$ cat src/rtl/lsu_pkg.sv
// rtl/lsu_pkg.sv - funct3 constants, FSM encoding and access-legality helper for the load/store unit
package lsu_pkg;

  localparam logic [2:0] F3_B  = 3'b000;
  localparam logic [2:0] F3_H  = 3'b001;
  localparam logic [2:0] F3_W  = 3'b010;
  localparam logic [2:0] F3_BU = 3'b100;
  localparam logic [2:0] F3_HU = 3'b101;

  typedef enum logic [1:0] {
    IDLE = 2'd0,
    REQ  = 2'd1,
    WAIT = 2'd2,
    DONE = 2'd3
  } lsu_state_e;

  // Stores only know B/H/W; loads additionally have BU/HU.
  function automatic logic f3_illegal(input logic is_store, input logic [2:0] f3);
    if (is_store) return !(f3 == F3_B || f3 == F3_H || f3 == F3_W);
    return (f3 == 3'b011) || (f3[2:1] == 2'b11);
  endfunction

endpackage

$ cat src/rtl/lsu_load_align.sv
// rtl/lsu_load_align.sv - selects the addressed byte/half of a load word and sign/zero-extends it
module lsu_load_align
  import lsu_pkg::*;
(
  input  logic [31:0] rdata_i,
  input  logic [1:0]  offset_i,
  input  logic [2:0]  funct3_i,
  output logic [31:0] data_o
);

  logic [31:0] shifted;

  assign shifted = rdata_i >> {offset_i, 3'b000};

  always_comb begin
    data_o = rdata_i;
    case (funct3_i)
      F3_B:    data_o = {{24{shifted[7]}}, shifted[7:0]};
      F3_H:    data_o = {{16{shifted[15]}}, shifted[15:0]};
      F3_BU:   data_o = {24'h0, shifted[7:0]};
      F3_HU:   data_o = {16'h0, shifted[15:0]};
      default: data_o = rdata_i;
    endcase
  end

endmodule

$ cat src/rtl/load_store_unit.sv
// rtl/load_store_unit.sv - RV32I memory stage: req/gnt/rvalid data port, load align, one result per instruction
// LSU_MISALIGN_TRAP_EN: trap misaligned half/word accesses instead of truncating the low address bits.
module load_store_unit
  import lsu_pkg::*;
#(
  parameter int RD_W      = 5,
  parameter int TIMEOUT_W = 0
) (
  input  logic            clk,
  input  logic            rst,
  input  logic            in_valid,
  output logic            in_ready,
  input  logic [31:0]     in_res,
  input  logic [31:0]     in_wdata,
  input  logic [2:0]      in_funct3,
  input  logic            in_is_load,
  input  logic            in_is_store,
  input  logic            in_wen,
  input  logic [RD_W-1:0] in_rd,
  output logic            mem_req,
  input  logic            mem_gnt,
  output logic            mem_we,
  output logic [3:0]      mem_be,
  output logic [31:0]     mem_addr,
  output logic [31:0]     mem_wdata,
  input  logic            mem_rvalid,
  input  logic [31:0]     mem_rdata,
  output logic            out_valid,
  output logic            out_wen,
  output logic [RD_W-1:0] out_rd,
  output logic [31:0]     out_data,
  output logic            out_err
);

  if (TIMEOUT_W != 0) begin : g_timeout_unsupported
    $error("load_store_unit: TIMEOUT_W must be 0");
  end

  lsu_state_e state_q, state_d;

  logic [2:0]      funct3_q;
  logic [1:0]      off_q;
  logic            is_load_q;
  logic [RD_W-1:0] rd_q;
  logic            mem_we_q;
  logic [3:0]      mem_be_q;
  logic [31:0]     mem_addr_q, mem_wdata_q;
  logic            out_wen_q, out_err_q;
  logic [RD_W-1:0] out_rd_q;
  logic [31:0]     out_data_q;

  logic        is_mem, trap, access_err, go_done;
  logic [1:0]  off_eff;
  logic [3:0]  be_d;
  logic [31:0] wdata_d, load_val;

  assign is_mem = in_is_load | in_is_store;

  // Offset actually used for lanes: half ignores bit 0, word ignores both.
  always_comb begin
    off_eff = in_res[1:0];
    case (in_funct3[1:0])
      2'b01:   off_eff = {in_res[1], 1'b0};
      2'b10:   off_eff = 2'b00;
      default: off_eff = in_res[1:0];
    endcase
  end

`ifdef LSU_MISALIGN_TRAP_EN
  always_comb begin
    trap = 1'b0;
    case (in_funct3[1:0])
      2'b01:   trap = is_mem & in_res[0];
      2'b10:   trap = is_mem & (|in_res[1:0]);
      default: trap = 1'b0;
    endcase
  end
`else
  assign trap = 1'b0;
`endif

  assign access_err = (in_is_load & in_is_store)
                    | (is_mem & f3_illegal(in_is_store, in_funct3))
                    | trap;
  assign go_done    = access_err | ~is_mem;

  always_comb begin
    be_d    = 4'hF;
    wdata_d = in_wdata;
    case (in_funct3[1:0])
      2'b00: begin
        be_d    = 4'b0001 << off_eff;
        wdata_d = {4{in_wdata[7:0]}};
      end
      2'b01: begin
        be_d    = 4'b0011 << off_eff;
        wdata_d = {2{in_wdata[15:0]}};
      end
      default: begin
        be_d    = 4'hF;
        wdata_d = in_wdata;
      end
    endcase
  end

  lsu_load_align u_load_align (
    .rdata_i  (mem_rdata),
    .offset_i (off_q),
    .funct3_i (funct3_q),
    .data_o   (load_val)
  );

  always_ff @(posedge clk) begin
    if (rst) state_q <= IDLE;
    else     state_q <= state_d;
  end

  always_comb begin
    state_d = state_q;
    case (state_q)
      IDLE:    if (in_valid) state_d = go_done ? DONE : REQ;
      REQ:     if (mem_gnt) state_d = is_load_q ? WAIT : DONE;
      WAIT:    if (mem_rvalid) state_d = DONE;
      DONE:    state_d = IDLE;
      default: state_d = IDLE;
    endcase
  end

  always_comb begin
    in_ready  = (state_q == IDLE);
    mem_req   = (state_q == REQ);
    out_valid = (state_q == DONE);
  end

  // out_* only change on entry to DONE so they hold between pulses.
  always_ff @(posedge clk) begin
    if (rst) begin
      funct3_q    <= '0;
      off_q       <= '0;
      is_load_q   <= 1'b0;
      rd_q        <= '0;
      mem_we_q    <= 1'b0;
      mem_be_q    <= '0;
      mem_addr_q  <= '0;
      mem_wdata_q <= '0;
      out_wen_q   <= 1'b0;
      out_err_q   <= 1'b0;
      out_rd_q    <= '0;
      out_data_q  <= '0;
    end else begin
      case (state_q)
        IDLE: if (in_valid) begin
          funct3_q    <= in_funct3;
          off_q       <= off_eff;
          is_load_q   <= in_is_load;
          rd_q        <= in_rd;
          mem_we_q    <= in_is_store;
          mem_be_q    <= be_d;
          mem_addr_q  <= {in_res[31:2], 2'b00};
          mem_wdata_q <= wdata_d;
          if (go_done) begin
            out_data_q <= in_res;
            out_wen_q  <= in_wen & ~access_err;
            out_err_q  <= access_err;
            out_rd_q   <= in_rd;
          end
        end
        REQ: if (mem_gnt && !is_load_q) begin
          out_wen_q <= 1'b0;
          out_err_q <= 1'b0;
          out_rd_q  <= rd_q;
        end
        WAIT: if (mem_rvalid) begin
          out_data_q <= load_val;
          out_wen_q  <= 1'b1;
          out_err_q  <= 1'b0;
          out_rd_q   <= rd_q;
        end
        default: ;
      endcase
    end
  end

  assign mem_we    = mem_we_q;
  assign mem_be    = mem_be_q;
  assign mem_addr  = mem_addr_q;
  assign mem_wdata = mem_wdata_q;
  assign out_wen   = out_wen_q;
  assign out_err   = out_err_q;
  assign out_rd    = out_rd_q;
  assign out_data  = out_data_q;

endmodule
$ cat config.mk
export PLATFORM = sky130hd
export DESIGN_NAME = load_store_unit
export DESIGN_NICKNAME = d
export VERILOG_FILES = /design/src/rtl/lsu_pkg.sv /design/src/rtl/lsu_load_align.sv /design/src/rtl/load_store_unit.sv
export SDC_FILE = /design/constraint.sdc
export NUM_CORES = 1
export LEC_CHECK = 0
export CELL_PAD_IN_SITES_DETAIL_PLACEMENT = 1
export CELL_PAD_IN_SITES_GLOBAL_PLACEMENT = 1
export CORE_MARGIN = 4
export CORE_UTILIZATION = 34
export DETAILED_ROUTE_END_ITERATION = 6
export PLACE_DENSITY_LB_ADDON = 0.1
export REMOVE_ABC_BUFFERS = 1
export SYNTH_ARGS = -nofsm -noshare
export SYNTH_HDL_FRONTEND = slang
export SYNTH_SLANG_ARGS = --single-unit
$ cat constraint.sdc
create_clock -name clk -period 5.3 [get_ports clk]
set_clock_uncertainty 0.15 [all_clocks]
set_input_delay 0.53 -clock clk [delete_from_list [all_inputs] [get_ports clk]]
set_output_delay 0.53 -clock clk [all_outputs]
set_load 0.005 [all_outputs]
==> results.cfg <==
[logic_synthesis]
syn-cell-area_um2 = 5770
synth-seq-cells = 119
synth_ff_type = dfxtp_1
syn_avg_cell_area_um2 = 8.05
async_flop_share_pct = 0
yosysUniqueCellTypes = 48
seq_area_frac_synth_pct = 41.3
synth-edff-count = 0
synth_warnings = 0
syn_inst = 717

[setup_path]
cp-start-kind = primary input
required_ps = 5470
rr_startpoint = off_q[1]$_SDFFE_PP0P_
endpoint_kind = register
startpoint = in_funct3[1]
cp.arrival_ps = 3740
r2r_slack_ps = 2200
crit_end = out_data[20]$_SDFFE_PP0P_
r2r_end = out_data[20]$_SDFFE_PP0P_
worstSetupPathType = primary input to register
cp_max_fo = 26
r2r_cells = 5

[final_layout]
drive_gt1_share_pct = 8.22
syn2layout_area_growth_pct = 49.8
stdcell_count = 1133
fillerInstances = 1952
final_cell_mix = clkdlybuf4s50_1 (219), nand2_1 (153), dfxtp_1 (119)
nets = 1019
final_cell_area_um2 = 8650
final_common_cell = clkdlybuf4s50_1

[clocking]
insertion_delay_ps = 410
ctsHoldBuffers = 0
htreeDepth = 4
postCtsSetupRepairBufs = 0
post_cts_resized = 0
tritoncts_num_sinks = 119
cts.path.max_buffers = 2
cts_tree = built
path_clk_slew_ps = 60
cts_root_buf = clkbuf_16
numCtsBuffers = 17

[timing]
tightestPinTransition_ps = 1110
setup_viol = 0
finalSetupTns_ps = 0
clock.fmax_mhz = 281
rsz0062_at_grt = no
post-route-min-period_ps = 3560
setup_ws_ps = 1740
slew_headroom_pct = 25.7
slew_violations = 0
period_share_pct = 67.2
hold_viol_final = 0

[routing]
routed_wl_mm = 21.0
dr.max_layer_used = met4
wl_met3_mm = 1.39
detail_route.first_pass.iterations = 4
wl_per_cell_um = 18.5
dr_wl_met2_mm = 10.3
ant_nets = 0
drtIter0Drc = 255
met1_length_mm = 8.85
num_vias = 5929
route.detailed.drc = 0
routed_via_density = 5.23

[placed_design]
dpl-instance-area_um2 = 8030
gp_congestion = 0.798
portBuffers = 220
dp_hpwl_mm = 14.8
preCtsSetupSlack_ps = 1330
dp_cells = 1100

[floorplan]
initial_core_util_pct = 34.7
die_h_um = 138
die_w_um = 138
dieArea_um2 = 19100
ios = 223
fp-row-count = 47
core_um2 = 16600

[run_status]
status = finished clean

[power_and_ir_drop]
p_per_area_nw_per_um2 = 493
vdd_drop_max_mv = 0.232
power.leakage_nw = 3.05

[min_path]
min_from = mem_addr[25]$_SDFFE_PP0P_
hold_class = register to register
hold_depth = 2

[global_route]
antenna_found_initial = 1
grt_usage_pct = 21.7
gr-total-overflow = 0
grt_pass1_vias = 6399
grt_max_degree = 87
grt_pass1_wl_mm = 34.0

[job]
cap_violations = 0
[synth_stat cells (all sizes together), types with 10 or more instances]
cell type / instances / share of area (%)
o21ai: 14 / 1.2
a221oi: 10 / 1.5
mux2i: 14 / 2.4
clkbuf: 40 / 2.6
nand2b: 22 / 2.4
dfxtp: 119 / 41
nor2: 74 / 4.8
buf: 25 / 2.4
a311oi: 19 / 2.9
a211oi: 30 / 4.2
and2: 18 / 2.0
nand2: 154 / 10
o221ai: 23 / 4.6
a21oi: 86 / 8.2
nor3: 14 / 1.5
[state kept, by name, indices dropped and copies added (netlist names)]
register and cells:
funct3_q 3, mem_we 1, mem_addr 30, out_err 1
out_data 32, out_wen 1, mem_wdata 32, rd_q 5
off_q 2, mem_be 4, state_q 2, out_rd 5
is_load_q 1
[cells by family (layout without fill, tap and decap cells)]
kind of cell	after synthesis	after routing	synth area share [%]
buffers and inverters	74	268	5.55
adder cells (fa/ha/maj)	8	8	1.73
multiplexers	17	17	3.08
AND/OR/NAND/NOR	298	298	22.8
AO/OA/AOI/OAI	200	200	25.5
flip-flops	119	119	41.3
other	1	3	0.0649
[per-stage QoR]
stage / power (W) / util (%) / hold slack, ps
floorplan: 0.00217 / - / 280
global placement: 0.00300 / 48.3 / 292
detailed placement: 0.00308 / 48.3 / 298
CTS: 0.00433 / 52.0 / 305
global route: 0.00456 / 52.0 / 330
finish: 0.00427 / 52.0 / 301
[per-layer routing]
layer	global-route usage, %	vias to the layer above
li1	-	2875
met1	25.2	2849
met2	37.4	166
met3	7.42	39
met4	7.49	0
met5	0	-
[worst max-delay path, cell delays in order]
cell	delay (ps)
clkdlybuf4s50_1	490
inv_1	120
ha_1	690
nor3_2	130
nor4_2	460
or3_1	930
nand2_1	140
a21oi_1	230
[how the worst min path moves through the flow]
stage                                      to  slack, ps
finish              mem_addr[25]$_SDFFE_PP0P_        300
global route        mem_addr[21]$_SDFFE_PP0P_        330
CTS                 mem_addr[25]$_SDFFE_PP0P_        310
detailed placement  mem_addr[25]$_SDFFE_PP0P_        300
global placement    mem_addr[23]$_SDFFE_PP0P_        290
floorplan                rd_q[0]$_SDFFE_PP0P_        280
[final cells by class]
type	count	area, um^2	share of cell area (%)
inverters	9	33.8	0.391
flip-flops and latches	119	2380	27.5
multi-input cells	525	3090	35.7
well taps	220	275	3.18
diodes	1	2.50	0.0289
repair buffers	227	2250	26.0
clock inverters	9	148	1.71
clock buffers	23	468	5.41
[where the power goes]
group	internal, W	switching [W]
Combinational	0.000838	0.000908
Sequential	0.00115	0.000156
Clock	0.000808	0.000412
No activity file was read; power rests on OpenSTA's default activity.
==> RTL edit: new RTL, config.mk and constraints unchanged <==
The parameter `RD_W` goes from 5 to 7.
--- a/src/rtl/load_store_unit.sv
+++ b/src/rtl/load_store_unit.sv
@@ -3,7 +3,7 @@
 module load_store_unit
   import lsu_pkg::*;
 #(
-  parameter int RD_W      = 5,
+  parameter int RD_W      = 7,
   parameter int TIMEOUT_W = 0
 ) (
   input  logic            clk,
Interface: changed (resized in_rd and out_rd); port bits go from 223 to 227. No check against the original RTL was run, so the function may have changed too.
==> RTL edit against the original RTL <==
Power is 1.6% higher. Wire length is 2.6% higher. Area after synthesis rose by 1.3%. Register-to-register slack improved by 0.14 ns. Non-clock buffer count is 5 higher. Worst setup slack gained 0.43 ns. Final area up 1.3%. Sequential cell count grew 4. Synthesized cell count grew 2.5%.
==> RTL edit: results (changes against the original RTL) <==
| Metric | Value |
|---|---|
| Status | `completed (unchanged)` |
| Switching share of power | `0.341 (was 0.346)` |
| Largest net degree at the start of global routing | `89 (was 87)` |
| Routability-driven placement congestion ratio | `0.750 (was 0.798)` |
| Finished Layout Cells | `1151 (was 1133)` |
| Worst reg-to-reg setup slack | `2.34 ns (was 2.20 ns)` |
| GRT Resource Usage Total | `0.221 (was 0.217)` |
| Port Buf Inserts | `224 (was 220)` |
| Wl on met1 | `8930 microns (was 8850 microns)` |
| Placed Area | `0.00814 sq mm (was 0.00803 sq mm)` |
| Drt wl/cell | `18.7 microns (was 18.5 microns)` |
| Dpl cells | `1121 (was 1100)` |
| DP HPWL | `15100 microns (was 14800 microns)` |
| Fill count | `1972 (was 1952)` |
| Place WS | `1.70 ns (was 1.33 ns)` |
| Synth cell count leaders | `158 x nand2_1, 123 x dfxtp_1, 88 x a21oi_1 (was 154 x nand2_1, 119 x dfxtp_1, 75 x a21oi_1)` |
| HP Start | `mem_addr[14] (was mem_addr[25])` |
| Critical Path AT | `3.31 ns (was 3.74 ns)` |
| Fmax | `319 MHz (was 281 MHz)` |
| Via count | `6108 (was 5929)` |
| Syn Area/Cell | `7.95 sq um (was 8.05 sq um)` |
| Ant. Diodes | `0 (was 1)` |
| Hold Path Sink | `mem_addr[14] (was mem_addr[25])` |
| CP Capture Point | `out_data[23] (was out_data[20])` |
| Slew @ Worst Pin | `0.962 ns (was 1.11 ns)` |
| Share of cells above drive strength 1 | `0.0602 (was 0.0822)` |
-- RTL edit: changes by cell type in the layout (fill, tap and decap cells not counted), moves of 4 or more --
cell             before  now
o221ai_2             10    5
o221ai_1             13   18
a21oi_1              75   88
a21oi_2              11    0
a211oi_2              4    0
nand2_1             153  157
dfxtp_1             119  123
clkdlybuf4s50_1     219  223
a211oi_1             26   32
-- RTL edit: layout make-up --
class	count	share of cell area
clock buffer	23	0.0557
sequential	123	0.281
clock inverter	7	0.0157
inverter	9	0.00386
timing repair buffer	232	0.262
tap	220	0.0314
multi-input combinational	537	0.350
-- RTL edit: logic make-up after synthesis --
family          count (synthesis)  share of synthesized area
other cells                     1                   0.000641
mux                            19                     0.0338
flops                         123                      0.421
simple gates                  304                      0.229
buf+inv                        76                     0.0576
compound gates                204                      0.240
fa+ha+maj                       8                     0.0171
